--- config.mk ---
export PLATFORM = sky130hd
export DESIGN_NAME = ldl_fifo_ws_v1
export DESIGN_NICKNAME = d
export VERILOG_FILES = /design/src/rtl/ldl_fifo_ws_v1.sv
export SDC_FILE = /design/constraint.sdc
export NUM_CORES = 1
export LEC_CHECK = 0
export CAP_MARGIN = 20
export CORE_MARGIN = 5
export CORE_UTILIZATION = 60
export CTS_CLUSTER_DIAMETER = 200
export DETAILED_ROUTE_END_ITERATION = 16
export DONT_BUFFER_PORTS = 1
export PLACE_DENSITY = 0.88
export REMOVE_ABC_BUFFERS = 1
export SYNTH_ARGS = -nofsm -noshare
export SYNTH_HDL_FRONTEND = slang
export SYNTH_SLANG_ARGS = --single-unit
--- constraint.sdc ---
create_clock -name clk -period 7 [get_ports clk]
set_input_delay 1.4 -clock clk [delete_from_list [all_inputs] [get_ports clk]]
set_output_delay 1.4 -clock clk [all_outputs]
set_load 0.03 [all_outputs]
--- src/rtl/ldl_fifo_ws_v1.sv ---
// Write-side pointer and flag controller of a split-pointer FIFO (publishes w_pt, consumes r_pt).
// Define LDL_FIFO_WS_OVF_EN to build the sticky overflow flag; otherwise ovf is tied low.
module ldl_fifo_ws_v1 #(
  parameter int AW       = 8,
  parameter int AFULL_TH = 2**AW - 2
) (
  input  logic          clk,
  input  logic          rst,
  input  logic          we,
  output logic          full,
  output logic          afull,
  output logic [AW-1:0] wa,
  output logic          mw,
  output logic [AW:0]   w_pt,
  input  logic [AW:0]   r_pt,
  output logic [AW:0]   wcnt,
  output logic [AW:0]   peak,
  input  logic          peak_clr,
  output logic          ovf,
  input  logic          ovf_clr
);

  localparam int            DEPTH   = 2**AW;
  localparam logic [AW+1:0] DEPTH_W = (AW+2)'(DEPTH);
  localparam logic [AW+1:0] AFULL_W = (AW+2)'(AFULL_TH);

  logic [AW:0]   w_pt_q, w_pt_d;
  logic          full_q, full_d;
  logic          afull_q, afull_d;
  logic [AW:0]   peak_q, peak_d;
  logic          fw;
  logic [AW+1:0] nxt;

  assign fw   = we & ~full_q;
  assign wcnt = w_pt_q - r_pt;

  // Flags look at the occupancy after this cycle's write but before any read
  // the consumer may retire now; that read only shows up once r_pt moves.
  always_comb begin
    nxt     = {1'b0, wcnt} + {{(AW+1){1'b0}}, fw};
    w_pt_d  = w_pt_q + {{AW{1'b0}}, fw};
    full_d  = (nxt >= DEPTH_W);
    afull_d = (nxt >= AFULL_W);
    if (peak_clr) begin
      peak_d = nxt[AW:0];
    end else if (nxt > {1'b0, peak_q}) begin
      peak_d = nxt[AW:0];
    end else begin
      peak_d = peak_q;
    end
  end

  always_ff @(posedge clk) begin
    if (rst) begin
      w_pt_q  <= '0;
      full_q  <= 1'b0;
      afull_q <= 1'b0;
      peak_q  <= '0;
    end else begin
      w_pt_q  <= w_pt_d;
      full_q  <= full_d;
      afull_q <= afull_d;
      peak_q  <= peak_d;
    end
  end

  assign mw    = fw;
  assign wa    = w_pt_q[AW-1:0];
  assign w_pt  = w_pt_q;
  assign full  = full_q;
  assign afull = afull_q;
  assign peak  = peak_q;

`ifdef LDL_FIFO_WS_OVF_EN
  logic ovf_q, ovf_d;

  // A set in the same cycle as a clear must survive.
  always_comb begin
    ovf_d = (we & full_q) | (ovf_q & ~ovf_clr);
  end

  always_ff @(posedge clk) begin
    if (rst) begin
      ovf_q <= 1'b0;
    end else begin
      ovf_q <= ovf_d;
    end
  end

  assign ovf = ovf_q;
`else
  logic unused_ovf_clr;
  assign unused_ovf_clr = ovf_clr;
  assign ovf            = 1'b0;
`endif

endmodule

After elaboration in Yosys (flattened, before gate mapping)
Index checks and enable logic that the tools add are counted.
- add/sub/neg operators: 3
- magnitude comparators: 3
- muxes and demuxes: 2
- bitwise operators: 2
- reductions and logical operators: 1
- operators by type and width (operator ; count):
    $mux W9 ; 2
    $add A9 B1 Y10 ; 1
    $ge A10 B8 Y1 const B ; 1
    $ge A10 B9 Y1 const B ; 1
    $gt A10 B9 Y1 ; 1
    $add A9 B1 Y9 ; 1
    $sub A9 B9 Y9 ; 1
    $reduce_bool A2 Y1 ; 1
    $and A1 B1 Y1 ; 1
    $not A1 Y1 ; 1
- flip-flop bits (word level): 20
- bits of input ports: 14

Longest topological paths before layout
Gate-level depths: netlist (run 1).
- depth in word-level cells: 6
- mapped depth: 19
- mapped depth without buffers: 18

Least setup slack after synthesis (run 1)
Ideal clock, no wire load.
- kind: input-to-reg
- from: input r_pt[0]
- to: register peak_q[2], in the netlist peak[2]
- arrival: 4.772 ns
- data required time: 6.879 ns
- slack: 2.107 ns
- cell stages on the path: 17
- buffers on the path: 1
- cells stage by stage: ha_1 -> inv_1 -> fa_1 -> a21o_2 -> a221oi_2 -> o21bai_1 -> a21o_1 -> xnor2_1 -> inv_1 -> xnor2_1 -> ha_1 -> nand2_1 -> a211oi_1 -> nor4_1 -> o21ba_1 -> buf_6 -> mux2_4
- cells in the longest elaborated chain, start to end: 4
- elaborated cells on any way between the ends: 6
- classes of those cells: add/sub: 2; order compare: 1; mux: 2; reduce/logical: 1
- ends and longest elaborated chain (element ; line ; text):
    start: declaration ; 15 ; input logic [AW:0] r_pt,
    $sub A9 B9 Y9 ; 35 ; assign wcnt = w_pt_q - r_pt;
    named net wcnt[8] ; 16 ; output logic [AW:0] wcnt,
    $add A9 B1 Y10 ; 40 ; nxt = {1'b0, wcnt} + {{(AW+1){1'b0}}, fw};
    named net nxt[8] ; 32 ; logic [AW+1:0] nxt;
    $gt A10 B9 Y1 ; 46 ; end else if (nxt > {1'b0, peak_q}) begin
    $reduce_bool A2 Y1 (no line) ; n/a ;
    end signal: assignment ; 63 ; peak_q <= peak_d;
    end: declaration ; 30 ; logic [AW:0] peak_q, peak_d;
The timed path passes the listed nets, and every way through them passes these cells. The select of a mux whose other input is x is not followed.
A chain may end at the register's enable or synchronous reset.

Worst setup path after layout (run 1)
Ends and elaborated chain as after synthesis.

==> results.json, run 1 <==
{
  "rows": 19,
  "final.period_utilization_pct": 73.2,
  "grt_max_degree": 17,
  "final.min_clock_period_ps": 5120,
  "path_cells": "ha_1 > inv_1 > fa_1 > a21o_2 > a221oi_2 > o21bai_1 > a21o_1 > xnor2_1 > inv_1 > xnor2_1 > ha_1 > nand2_1 > a211oi_1 > nor4_1 > o21ba_1 > mux2_4",
  "cts_tree": "yes",
  "worst-path-stages": 16,
  "htree_levels": 1,
  "vias": 1348,
  "synth_top_area_share_pct": 22.4,
  "yosys-top-cells-count": "inv_1 (30), dfxtp_1 (20), ha_1 (20), nand2_1 (20), nor2_1 (18)",
  "ir_drop_uv": 94.1,
  "synth_compound_area_share_pct": 13.0,
  "drive_gt1_share_pct": 8.29,
  "maxCapViolCount": 0,
  "synthCells": 214,
  "area_delta_synth_final_pct": -0.911,
  "max_stage_delay_ps": 500,
  "synth_edf_count": 0,
  "synth_adder_area_share_pct": 15.1,
  "synth_top_family_by_area": "simple AND/OR/NAND/NOR gates",
  "antenna_found_initial": 0,
  "slew_violations": 0,
  "gp_congestion": 0.907,
  "synth_area_leaders": "dfxtp_1 (22%), ha_1 (14%), inv_1 (6.3%)",
  "cts_resized": 0,
  "tightest_slew_ps": 793,
  "yosysUniqueCellTypes": 45,
  "synth.area.mux_share_pct": 5.05,
  "cts_sinks": 20,
  "yosysWarnings": 0,
  "clock_latency_ps": 300,
  "setup_violations": 0,
  "criticalPathCategory": "primary input to flop",
  "routed_via_density": 5.71,
  "placed_cell_area_sq_um": 1730,
  "drc": 0,
  "async_reset_ff_share_pct": 0,
  "synth_seq_cells": 20,
  "rsz0062_at_grt": "no",
  "slowest_stage": "o21ba_1",
  "dr.pass1.iters": 4,
  "finalClockSkew_ps": 2.81,
  "status": "finished clean",
  "port_buffers": 0,
  "final_cells": 236,
  "place_hpwl_microns": 2690,
  "grt_pass1_vias": 1290,
  "critPathRequiredTime_ps": 7210,
  "synth-main-ff-cell": "dfxtp_1",
  "synth_area_sq_um": 1790,
  "final.setup.tns_ps": 0,
  "start_util_pct": 63.6,
  "drt_first_iter_violations": 70,
  "fmax_mhz": 195,
  "end_kind": "flop",
  "grt_pass1_wl_microns": 5780,
  "die-area_sq_um": 4170,
  "p_leak_nw": 0.786,
  "yosys.area.top_type": "dfxtp_1",
  "diodes": 0,
  "core-area_sq_um": 2810,
  "fin_nets": 241,
  "clk_pin_slew_ps": 120,
  "crit_buf_inv": 2,
  "cp.arrival_ps": 5330,
  "gr-total-overflow": 0,
  "powerDensity_nw_per_um2": 189,
  "syn_avg_cell_area_sq_um": 8.34,
  "yosys.area_share.simple_pct": 20.2,
  "die_w_microns": 64.6,
  "drt-wirelength-per-cell_microns": 14.3,
  "final_area_sq_um": 1770,
  "io_pins": 53,
  "postCtsHoldBufs": 0,
  "cts_root_buf": "clkbuf_4",
  "hold_path.class": "flop to flop",
  "grt.total_usage_pct": 17.1,
  "reg2reg_depth": 17,
  "cp_top_family": "compound AO/OA/AOI/OAI gates",
  "post-route-util_pct": 63.1,
  "cts_buffers": 3,
  "total_power_mw": 0.335,
  "ys_seq_area_share_pct": 22.4,
  "finalHoldViolations": 0,
  "critPathLaunchType": "primary input",
  "yosysMostFrequentCell": "inv_1",
  "max_slew_margin_pct": 47.0,
  "nFillCells": 237,
  "post_cts_buffers": 0,
  "final_antenna_net_count": 0,
  "path_max_fanout": 8,
  "wirelength_microns": 3380,
  "hold_path_depth": 2,
  "cts.path.max_buffers": 2,
  "fp.dieH_microns": 64.6,
  "synthXorXnorAreaFrac_pct": 12.5,
  "dp_cells": 232
}
per-layer routing:
metal,GRT usage [%],part of all wire [%],up-vias
li1,-,-,690
met1,21.6,45,612
met2,27.8,45,41
met3,4.66,8.6,5
met4,6.33,1.5,0
met5,0,0,-
flip-flops by register name (all words and copies together), names as in the netlist:
| name | cells |
|---|---|
| full | 1 |
| peak | 9 |
| afull | 1 |
| w_pt | 9 |
through the flow:
stage | hold WS, ps | setup WS, ps
after global routing | 679 | 1640
after detailed placement | 626 | 1560
after floorplan | 596 | 1970
after CTS | 643 | 1890
final | 632 | 1880
after global placement | 614 | 1620
kinds of logic after synthesis:
kind of cell               count (synthesis)
AOI/OAI and AO/OA                         30
DFF                                       20
other                                      1
and+or+nand+nor                           71
adders and majority gates                 21
buffers and inverters                     43
muxes                                      8
xor gates and xnor gates                  20
cell usage in the layout (no fill, tap or decap), types with 2 or more instances in the layout:
master | netlist | layout
a211oi_1 | 3 | 3
a21o_1 | 3 | 3
a21oi_1 | 8 | 8
and3_1 | 2 | 2
clkbuf_4 | 0 | 3
dfxtp_1 | 20 | 20
ha_1 | 20 | 20
inv_1 | 30 | 30
mux2_4 | 2 | 2
mux2i_1 | 6 | 6
nand2_1 | 20 | 20
nand2b_1 | 4 | 4
nand3_1 | 7 | 7
nand4_1 | 2 | 2
nor2_1 | 18 | 18
nor2b_1 | 4 | 4
nor3_1 | 4 | 4
nor4_1 | 3 | 3
o21ai_0 | 5 | 5
o21bai_1 | 2 | 2
or2_2 | 2 | 2
or3_1 | 2 | 2
xnor2_1 | 11 | 11
xor2_1 | 5 | 5
final timing paths:
check	slack (ps)	start	to
setup / recovery	1880	r_pt[0]	peak[2]
hold / removal	630	peak[3]	peak[3]
setup reg to reg	2260	w_pt[0]	peak[2]
hold reg to reg	630	peak[3]	peak[3]
power breakdown:
part / switching [mW] / internal (mW) / leakage, nW
clock: 0.0370 / 0.0318 / 0.0210
combinational: 0.0698 / 0.0440 / 0.601
sequential: 0.0291 / 0.123 / 0.164
total: 0.136 / 0.199 / 0.786
worst min-delay path: cells and delay by family, from the launching register on:
family / cells / cell delay (ps)
flip-flops: 1 / 440
AND/OR/NAND/NOR: 1 / 100
multiplexers: 1 / 60
area by class of cell:
type                    instances  area (sq um)  share of cell area [%]
clock buffers                   4          36.3                    2.05
well taps                      31          38.8                    2.19
flip-flops and latches         20           400                    22.6
multi-input cells             151          1180                    66.8
inverters                      30           113                    6.36
Power figures use the tool's default switching activity.
==> run 2: changes to the inputs <==
--- a/config.mk
+++ b/config.mk
@@ -7,11 +7,11 @@
 export LEC_CHECK = 0
 export CAP_MARGIN = 20
 export CORE_MARGIN = 5
-export CORE_UTILIZATION = 60
+export CORE_UTILIZATION = 57
 export CTS_CLUSTER_DIAMETER = 200
 export DETAILED_ROUTE_END_ITERATION = 16
 export DONT_BUFFER_PORTS = 1
-export PLACE_DENSITY = 0.88
+export PLACE_DENSITY = 0.87
 export REMOVE_ABC_BUFFERS = 1
 export SYNTH_ARGS = -nofsm -noshare
 export SYNTH_HDL_FRONTEND = slang
==> constraint.sdc (replaced) <==
create_clock -name clk -period 4.29 [get_ports clk]
set_input_delay 0.858 -clock clk [delete_from_list [all_inputs] [get_ports clk]]
set_output_delay 0.858 -clock clk [all_outputs]
set_load 0.03 [all_outputs]
==> run 2 against run 1 <==
  * Design area rose by 14%
  * Power rose by 75%
  * Sequential power rose by 58%
  * Clock skew fell by 0.72 ps
  * Critical path type unchanged
  * Critical endpoint is now peak[1]
==> results.json, run 2 (synthesis gave the netlist of run 1 again) <==
{
  "status": "finished clean",
  "gr-total-overflow": 0,
  "p_seq_share_pct": 41.0,
  "drt-wirelength-per-cell_microns": 14.2,
  "cp.arrival_ps": 4350,
  "area_delta_synth_final_pct": 12.5,
  "max_stage_delay_ps": 400,
  "fmax_mhz": 243,
  "grt_pass1_vias": 1436,
  "wirelength_microns": 3950,
  "cts_tree": "yes",
  "final.period_utilization_pct": 95.7,
  "final_antenna_net_count": 0,
  "final.min_clock_period_ps": 4110,
  "final_cells": 278,
  "dr.pass1.iters": 4,
  "drc": 0,
  "gr-usage-met2_pct": 32.5,
  "dpl_worst_slack_ps": -83.3,
  "post-route-util_pct": 66.4,
  "clockPowerShare_pct": 19.8,
  "max_slew_margin_pct": 52.9,
  "htree_levels": 1,
  "dp_cells": 274,
  "cts.path.max_buffers": 2,
  "drt_first_iter_violations": 88,
  "start_util_pct": 59.0,
  "setup_violations": 0,
  "hold_path.class": "primary input to flop",
  "vias": 1507,
  "criticalPathCategory": "primary input to flop",
  "final_cell_mix": "inv_1 (30), buf_4 (29), nand2_1 (20), ha_1 (20), dfxtp_1 (20)",
  "crit_buf_inv": 3,
  "maxCapViolCount": 0,
  "p_leak_nw": 0.931,
  "cts_resized": 0,
  "core-area_sq_um": 3030,
  "grt_pass1_wl_microns": 6400,
  "path_cells": "ha_1 > inv_1 > fa_1 > a21o_2 > a21oi_1 > xor2_1 > inv_1 > nand3_1 > xnor2_1 > ha_1 > nand4_1 > nor2_1 > nor2_1 > a211oi_1 > nor4_1 > o21ba_1 > buf_4 > mux2i_1",
  "p_sw_mw": 0.237,
  "rows": 20,
  "cts_buffers": 3,
  "place_hpwl_microns": 3110,
  "clk_pin_slew_ps": 120,
  "path_max_fanout": 4,
  "finalClockSkew_ps": 2.09,
  "port_buffers": 0,
  "finalHoldViolations": 0,
  "drive_gt1_share_pct": 20.1,
  "grt_max_degree": 17,
  "layout_commonest_cell": "inv_1",
  "postCtsHoldBufs": 0,
  "use_met1_pct": 22.5,
  "total_power_mw": 0.587,
  "fp.dieH_microns": 66.0,
  "routed_via_density": 5.42,
  "cts_sinks": 20,
  "powerDensity_nw_per_um2": 292,
  "cts_root_buf": "clkbuf_4",
  "antenna_found_initial": 0,
  "gp_congestion": 0.946,
  "critPathRequiredTime_ps": 4540,
  "end_kind": "flop",
  "internal_power_mw": 0.349,
  "setup_slack_ps": 183,
  "ir_drop_uv": 152,
  "final.setup.tns_ps": 0,
  "io_pins": 53,
  "critPathLaunchType": "primary input",
  "cp_top_family": "adder cells",
  "slowest_stage": "fa_1",
  "grtUsageMet3_pct": 4.93,
  "clock_latency_ps": 310,
  "diodes": 0,
  "post_cts_buffers": 0,
  "slew_violations": 0,
  "top_usage_layer": "met2",
  "grt.total_usage_pct": 19.0,
  "tightest_slew_ps": 705,
  "die_w_microns": 66.0,
  "pwr-share-comb_pct": 39.2,
  "die-area_sq_um": 4350,
  "netSwitchingFraction_pct": 40.4,
  "fin_nets": 270
}
run 2: layout make-up:
| class | instances | area (sq um) |
|---|---|---|
| Fill cell | 227 | 1020 |
| Multi-Input combinational cell | 151 | 1190 |
| Clock buffer | 4 | 36.3 |
| Inverter | 30 | 113 |
| Sequential cell | 20 | 400 |
| Timing Repair Buffer | 29 | 218 |
| Tap cell | 44 | 55.1 |
run 2: worst paths after layout:
path	to	startpoint	slack (ps)	depth (start not counted)
worst max register to register	peak[1]	w_pt[0]	330	19
worst min-delay path	w_pt[7]	rst	600	1
worst min register to register	peak[4]	peak[4]	630	2
worst max-delay path	peak[1]	r_pt[0]	180	18
run 2: worst register-to-register path: stages (launching register included):
cell	delay, ps
dfxtp_1	330
inv_1	50
ha_1	150
inv_1	50
fa_1	400
a21o_2	220
a21oi_1	170
xor2_1	400
inv_1	140
nand3_1	150
xnor2_1	170
ha_1	290
nand4_1	140
nor2_1	70
nor2_1	90
a211oi_1	80
nor4_1	260
o21ba_1	320
buf_4	210
mux2i_1	200
run 2: power groups by stage:
stage	sequential (mW)	clock [mW]	combinational, mW
finish	0.240	0.116	0.230
global route	0.242	0.128	0.255
CTS	0.241	0.118	0.230
detailed placement	0.245	0	0.227
global placement	0.244	0	0.219
floorplan	0.249	0	0.159
run 2: through the flow:
step	hold WS (ps)	cell area, sq um
final	596	2010
after global routing	576	2010
after CTS	592	2000
after detailed placement	620	1970
after global placement	616	1970
after floorplan	596	1690
run 2: layer usage:
| layer | vias to the layer above | routed length, microns |
|---|---|---|
| li1 | 744 | - |
| met1 | 693 | 1610 |
| met2 | 63 | 1930 |
| met3 | 7 | 329 |
| met4 | 0 | 79 |
| met5 | - | 0 |
